File: src/rtl/vic_cc_stack.sv
// rtl/vic_cc_stack.sv - interrupt context stack saving {condition codes, return PC} per nesting level
// Nested depth is enabled by defining VIC_CC_NESTING_EN; otherwise a single save register is used.
module vic_cc_stack #(
    parameter int DEPTH    = 4,
    parameter int PC_WIDTH = 32
) (
    input  logic                clk,
    input  logic                reset,
    input  logic                i_IRQ_Ack,
    input  logic [3:0]          i_CCodes,
    input  logic [PC_WIDTH-1:0] i_PC,
    input  logic                i_RETI,
    input  logic                i_Err_Clr,
    output logic                ro_VIC_CCodes_ctrl,
    output logic [3:0]          ro_VIC_CCodes,
    output logic [PC_WIDTH-1:0] ro_Ret_PC,
    output logic                ro_Ret_Valid,
    output logic [4:0]          ro_Depth,
    output logic                ro_Full,
    output logic                ro_Empty,
    output logic                ro_Ovf_Err,
    output logic                ro_Unf_Err
);

`ifdef VIC_CC_NESTING_EN
    localparam int EFF_DEPTH = DEPTH;
`else
    localparam int EFF_DEPTH = 1;
`endif
    localparam int         AW     = (DEPTH > 1) ? $clog2(DEPTH) : 1;
    localparam logic [4:0] EFF_D5 = 5'(EFF_DEPTH);

    typedef enum logic {S_IDLE, S_RESTORE} state_t;

    state_t              state;
    logic [3:0]          mem_cc [DEPTH];
    logic [PC_WIDTH-1:0] mem_pc [DEPTH];

    logic          do_push, do_pop, do_tail, push_ovf, pop_unf;
    logic [4:0]    depth_nxt;
    logic [AW-1:0] wr_idx, top_idx;

    // Request decode; a simultaneous push+pop on a non-empty stack is a tail-chain overwrite
    always_comb begin
        do_push  = 1'b0;
        do_pop   = 1'b0;
        do_tail  = 1'b0;
        push_ovf = 1'b0;
        pop_unf  = 1'b0;
        wr_idx   = ro_Depth[AW-1:0];
        top_idx  = AW'(ro_Depth - 5'd1);
        if (i_IRQ_Ack && i_RETI) begin
            if (!ro_Empty) begin
                do_tail = 1'b1;
            end else begin
                do_push = 1'b1;
                pop_unf = 1'b1;
            end
        end else if (i_IRQ_Ack) begin
            if (ro_Full) push_ovf = 1'b1;
            else         do_push  = 1'b1;
        end else if (i_RETI) begin
            if (ro_Empty) pop_unf = 1'b1;
            else          do_pop  = 1'b1;
        end
        depth_nxt = ro_Depth;
        if (do_push)     depth_nxt = ro_Depth + 5'd1;
        else if (do_pop) depth_nxt = ro_Depth - 5'd1;
    end

    // Entry storage is deliberately left out of reset
    always_ff @(posedge clk) begin
        if (do_push) begin
            mem_cc[wr_idx] <= i_CCodes;
            mem_pc[wr_idx] <= i_PC;
        end else if (do_tail) begin
            mem_cc[top_idx] <= i_CCodes;
            mem_pc[top_idx] <= i_PC;
        end
    end

    always_ff @(posedge clk or negedge reset) begin
        if (!reset) begin
            state              <= S_IDLE;
            ro_Depth           <= 5'd0;
            ro_Full            <= 1'b0;
            ro_Empty           <= 1'b1;
            ro_Ovf_Err         <= 1'b0;
            ro_Unf_Err         <= 1'b0;
            ro_VIC_CCodes_ctrl <= 1'b0;
            ro_Ret_Valid       <= 1'b0;
            ro_VIC_CCodes      <= 4'd0;
            ro_Ret_PC          <= '0;
        end else begin
            ro_Depth   <= depth_nxt;
            ro_Full    <= (depth_nxt == EFF_D5);
            ro_Empty   <= (depth_nxt == 5'd0);
            ro_Ovf_Err <= push_ovf | (ro_Ovf_Err & ~i_Err_Clr);
            ro_Unf_Err <= pop_unf  | (ro_Unf_Err & ~i_Err_Clr);
            // A pop taken while already in RESTORE re-enters RESTORE with the next entry
            case (state)
                S_IDLE, S_RESTORE: begin
                    if (do_pop) begin
                        state              <= S_RESTORE;
                        ro_VIC_CCodes_ctrl <= 1'b1;
                        ro_Ret_Valid       <= 1'b1;
                        ro_VIC_CCodes      <= mem_cc[top_idx];
                        ro_Ret_PC          <= mem_pc[top_idx];
                    end else begin
                        state              <= S_IDLE;
                        ro_VIC_CCodes_ctrl <= 1'b0;
                        ro_Ret_Valid       <= 1'b0;
                        ro_VIC_CCodes      <= 4'd0;
                        ro_Ret_PC          <= '0;
                    end
                end
                default: state <= S_IDLE;
            endcase
        end
    end

endmodule

File: config.mk
export PLATFORM = sky130hd
export DESIGN_NAME = vic_cc_stack
export DESIGN_NICKNAME = d
export VERILOG_FILES = /design/src/rtl/vic_cc_stack.sv
export SDC_FILE = /design/constraint.sdc
export NUM_CORES = 1
export LEC_CHECK = 0
export BUFFER_PORTS_ARGS = -buffer_cell sky130_fd_sc_hd__buf_4
export CORE_ASPECT_RATIO = 1.4
export CORE_MARGIN = 4
export CORE_UTILIZATION = 35
export CTS_BUF_LIST = sky130_fd_sc_hd__clkbuf_2 sky130_fd_sc_hd__clkbuf_4 sky130_fd_sc_hd__clkbuf_8
export CTS_CLUSTER_DIAMETER = 120
export DETAILED_ROUTE_END_ITERATION = 6
export PLACE_DENSITY = 0.52
export SYNTH_ARGS = -nofsm -noshare
export SYNTH_HDL_FRONTEND = slang
export SYNTH_SLANG_ARGS = --single-unit
File: constraint.sdc
create_clock -name clk -period 7.6 [get_ports clk]
set_input_delay 2.28 -clock clk [delete_from_list [all_inputs] [get_ports clk]]
set_output_delay 2.28 -clock clk [all_outputs]
set_load 0.005 [all_outputs]
==> run summary <==
==========================================================================================
Post-synthesis xor/xnor area fraction                                              0.00379
Number of cell rows                                                                     60
Remaining Overflow, GRT                                                                  0
Count of clock tree sinks                                                              190
Final worst setup slack                                                            3.65 ns
Fin. Hold Viols                                                                          0
Worst path slowest cell                                                       sky130_fd_sc_hd__dfrtp_4
Post-detail-place hpwl                                                             7.67 mm
Status                                                                        finished, final reports clean
Number of instances in the synthesized netlist                                         336
Average wire per standard cell                                                     18.9 µm
Cell taking the most area after synthesis                                     sky130_fd_sc_hd__edfxtp_1
First-pass GRT wire length                                                         20.4 mm
Via count of the first global-routing pass                                            3692
Net count, final                                                                       474
Main combinational cell family by area after synthesis                        multiplexers
Buffers inserted by post-CTS timing repair                                               0
Crit path launch type                                                            flip-flop
Number of pins with negative max-slew slack in the final report                          0
Syn_nets                                                                               379
Initial antenna violation count                                                          0
Area growth, synth to finish                                                         20.0%
Most instantiated flip-flop cell in the synthesis netlist                     sky130_fd_sc_hd__edfxtp_1
Maximum single-stage delay on the critical path                                    0.99 ns
Cts hold-fix bufs                                                                        0
Max cap viols                                                                            0
Fraction of post-synthesis cell area in the top cell type by area                    0.623
Horizontal die dimension                                                            127 µm
Syn avg cell area                                                                 20.6 µm²
Resize count post-CTS                                                                    0
Class of the most critical setup path                                         flip-flop to output port
Relative max-transition margin                                                       0.278
Total setup violations reported at the end of the flow                                   0
First-pass DRT Iterations                                                                4
Static leakage power                                                               3.09 nW
Multiplexer area fraction after synthesis                                            0.117
Power Dens Cells                                                                359 mW/mm²
Final worst-path cycle share                                                         0.520
Buffer cell driving the clock tree root                                       sky130_fd_sc_hd__clkbuf_8
Setup crit end kind                                                            output port
Fraction of the yosys area taken by sequential cells                                 0.789
Largest net degree at the start of global routing                                       47
Worst clock skew on the final layout                                            0.00826 ns
Synthesized-area fraction occupied by and/or/nand/nor cells                         0.0557
Clock edge transition at the registers on the reported setup and hold paths        0.09 ns
Yosys warning total                                                                      0
Vertical extent of the die                                                          175 µm
Total wirelength of the detailed-routed design                                     13.1 mm
Time the final worst path needs with I/O delays and setup                          3.95 ns
Fraction of the mapped netlist area in compound gates                               0.0175
Synth Area in Adders                                                               0.00361
Multi-input gate area                                                          0.00140 mm²
Sequence of cells on the critical path                                               buf_4
Maximum clock insertion buffer count                                                     2
Depth of the CTS H-tree                                                                  4
Overall global routing resource usage                                                0.124
Floorplan core area                                                             0.0194 mm²
ANT cells                                                                                0
CTS tree                                                                             built
Later-pin clock latency in the skew report                                         0.45 ns
Vias/cell                                                                             4.77
Family with the most delay on the worst path                                    flip-flops
Number of nets still failing antenna checks after routing                                0
Storage element area                                                           0.00548 mm²
Data arrival, critical path                                                        1.67 ns
Worst-path fanout max                                                                   44
CP Data Required Time                                                              5.32 ns
I/O pin count                                                                           88
Number of vias in the routed layout                                                   3298
Ratio of cells with drive above 1 in the final layout                                0.387
Area of the mapped netlist                                                     0.00694 mm²
Synthesis-stage register bit count                                                     190
Slew at the pin closest to its max-slew limit                                      1.08 ns
Unrepaired setup endpoints after global routing                                      false
Final sum of negative setup slack                                                     0 ns
Number of distinct library cells after synthesis                                        34
Input/output buffers                                                                    87
F_max                                                                            0.253 GHz
RD Place Congestion                                                                  0.771
Drt drc                                                                                  0
FILL cells                                                                            1736
Starting density of the core                                                         0.358
Class of the tightest hold or removal check                                   flip-flop to flip-flop
DIE AREA                                                                        0.0222 mm²
Number of enable flip-flop cells after synthesis                                       144
Leading cell types by total area after synthesis                              sky130_fd_sc_hd__edfxtp_1 62%, sky130_fd_sc_hd__dfrtp_1 16%, sky130_fd_sc_hd__mux4_2 12%, sky130_fd_sc_hd__and2_1 3.2%, sky130_fd_sc_hd__nand2_1 0.49%
Worst IR drop on VDD                                                                158 µV
Count of routing violations after the opening detailed-route iteration                 196
Pre-CTS worst setup slack                                                          3.44 ns
Worst-case register-to-register setup slack                                        3.84 ns
Buf+Inv Stages, Crit Path                                                                1
Share of synthesized registers carrying an async set or reset                        0.242
Number of clock buffers inserted by TritonCTS                                           17
==========================================================================================
through the flow:
step | std cells | utilization | power, mW | hold slack [ns] | cell area (µm²)
floorplan | 336 | - | 2.01 | 0.509 | 6940
global route | 692 | 0.430 | 3.17 | 0.589 | 8330
CTS | 692 | 0.430 | 3.06 | 0.540 | 8330
finish | 692 | 0.430 | 2.99 | 0.542 | 8330
global placement | 660 | 0.408 | 2.34 | 0.526 | 7900
detailed placement | 660 | 0.408 | 2.35 | 0.525 | 7900
cells in the final DEF, fill, tap and decap left out, types with 2 or more instances in the layout:
master	synthesis	routed
sky130_fd_sc_hd__a21o_1	2	2
sky130_fd_sc_hd__a21oi_1	3	3
sky130_fd_sc_hd__a31oi_1	2	2
sky130_fd_sc_hd__and2_1	36	36
sky130_fd_sc_hd__and3_1	3	3
sky130_fd_sc_hd__buf_4	1	91
sky130_fd_sc_hd__bufinv_16	0	4
sky130_fd_sc_hd__clkbuf_8	0	17
sky130_fd_sc_hd__clkinv_2	1	6
sky130_fd_sc_hd__clkinv_4	0	2
sky130_fd_sc_hd__clkinvlp_4	0	3
sky130_fd_sc_hd__dfrtp_1	45	44
sky130_fd_sc_hd__edfxtp_1	144	144
sky130_fd_sc_hd__inv_1	5	5
sky130_fd_sc_hd__mux4_2	36	36
sky130_fd_sc_hd__nand2_1	9	9
sky130_fd_sc_hd__nor2_1	9	5
sky130_fd_sc_hd__nor2_4	0	4
sky130_fd_sc_hd__nor4_1	2	2
sky130_fd_sc_hd__o21ai_0	5	5
sky130_fd_sc_hd__o22ai_1	2	2
sky130_fd_sc_hd__xnor2_1	2	2
cells in the mapped netlist, drive strengths merged, types with 2 or more instances:
| master | n |
|---|---|
| o22ai | 2 |
| a31oi | 2 |
| clkbuf | 7 |
| inv | 5 |
| and3 | 3 |
| nor2 | 9 |
| buf | 8 |
| xnor2 | 2 |
| a21o | 2 |
| o21ai | 5 |
| mux4 | 36 |
| ha | 2 |
| dfrtp | 45 |
| nand2 | 9 |
| edfxtp | 144 |
| nor4 | 2 |
| a21oi | 3 |
| and2 | 36 |
cells by family (layout without fill, tap and decap cells):
group                      count (synthesis)  after routing
DFF                                      190            190
and+or+nand+nor                           66             66
muxes                                     36             36
buffers and inverters                     21            129
AOI/OAI and AO/OA                         18             18
xor gates and xnor gates                   3              3
adders and majority gates                  2              2
where the power goes:
part | total [mW] | switching [mW] | internal (mW)
registers | 1.49 | 0.128 | 1.36
clock network | 0.701 | 0.344 | 0.357
logic | 0.802 | 0.368 | 0.434
total | 2.99 | 0.840 | 2.15
routing by layer:
metal  wire length, µm  track usage
met5                 0            0
met1              5090        0.140
met4               208       0.0434
met3               539       0.0364
met2              7230        0.221
worst paths after layout:
path | from | endpoint | cells past startpoint
setup / recovery | ro_Depth[0] | ro_Depth[0] | 1
hold / removal | ro_Unf_Err | ro_Unf_Err | 2
setup reg to reg | ro_Depth[0] | mem_pc[0][12] | 5
hold reg to reg | ro_Unf_Err | ro_Unf_Err | 2
max in group asynchronous | reset | ro_Depth[0] | 1
min in group asynchronous | reset | ro_Ret_PC[20] | 1
flip-flops by register name, summed over array words and instances (netlist names):
| name | cells |
|---|---|
| ro_Full | 1 |
| ro_Ret_Valid | 1 |
| ro_Unf_Err | 1 |
| ro_Ret_PC | 32 |
| ro_VIC_CCodes | 4 |
| mem_cc | 16 |
| ro_Empty | 1 |
| ro_Ovf_Err | 1 |
| ro_Depth | 5 |
| mem_pc | 128 |
area by class of cell:
cell class	instances	area share
Sequential cell	190	0.658
Clock buffer	17	0.0281
Multi-Input combinational cell	125	0.168
Timing Repair Buffer	91	0.0820
Clock inverter	15	0.0233
Tap cell	248	0.0373
Inverter	6	0.00285
tightest hold or removal path: stages (launching register included):
cell                      delay [ns]
sky130_fd_sc_hd__dfrtp_1        0.39
sky130_fd_sc_hd__inv_1          0.06
sky130_fd_sc_hd__o21ai_0        0.06
Note: power is estimated with default switching activity, not from simulation.
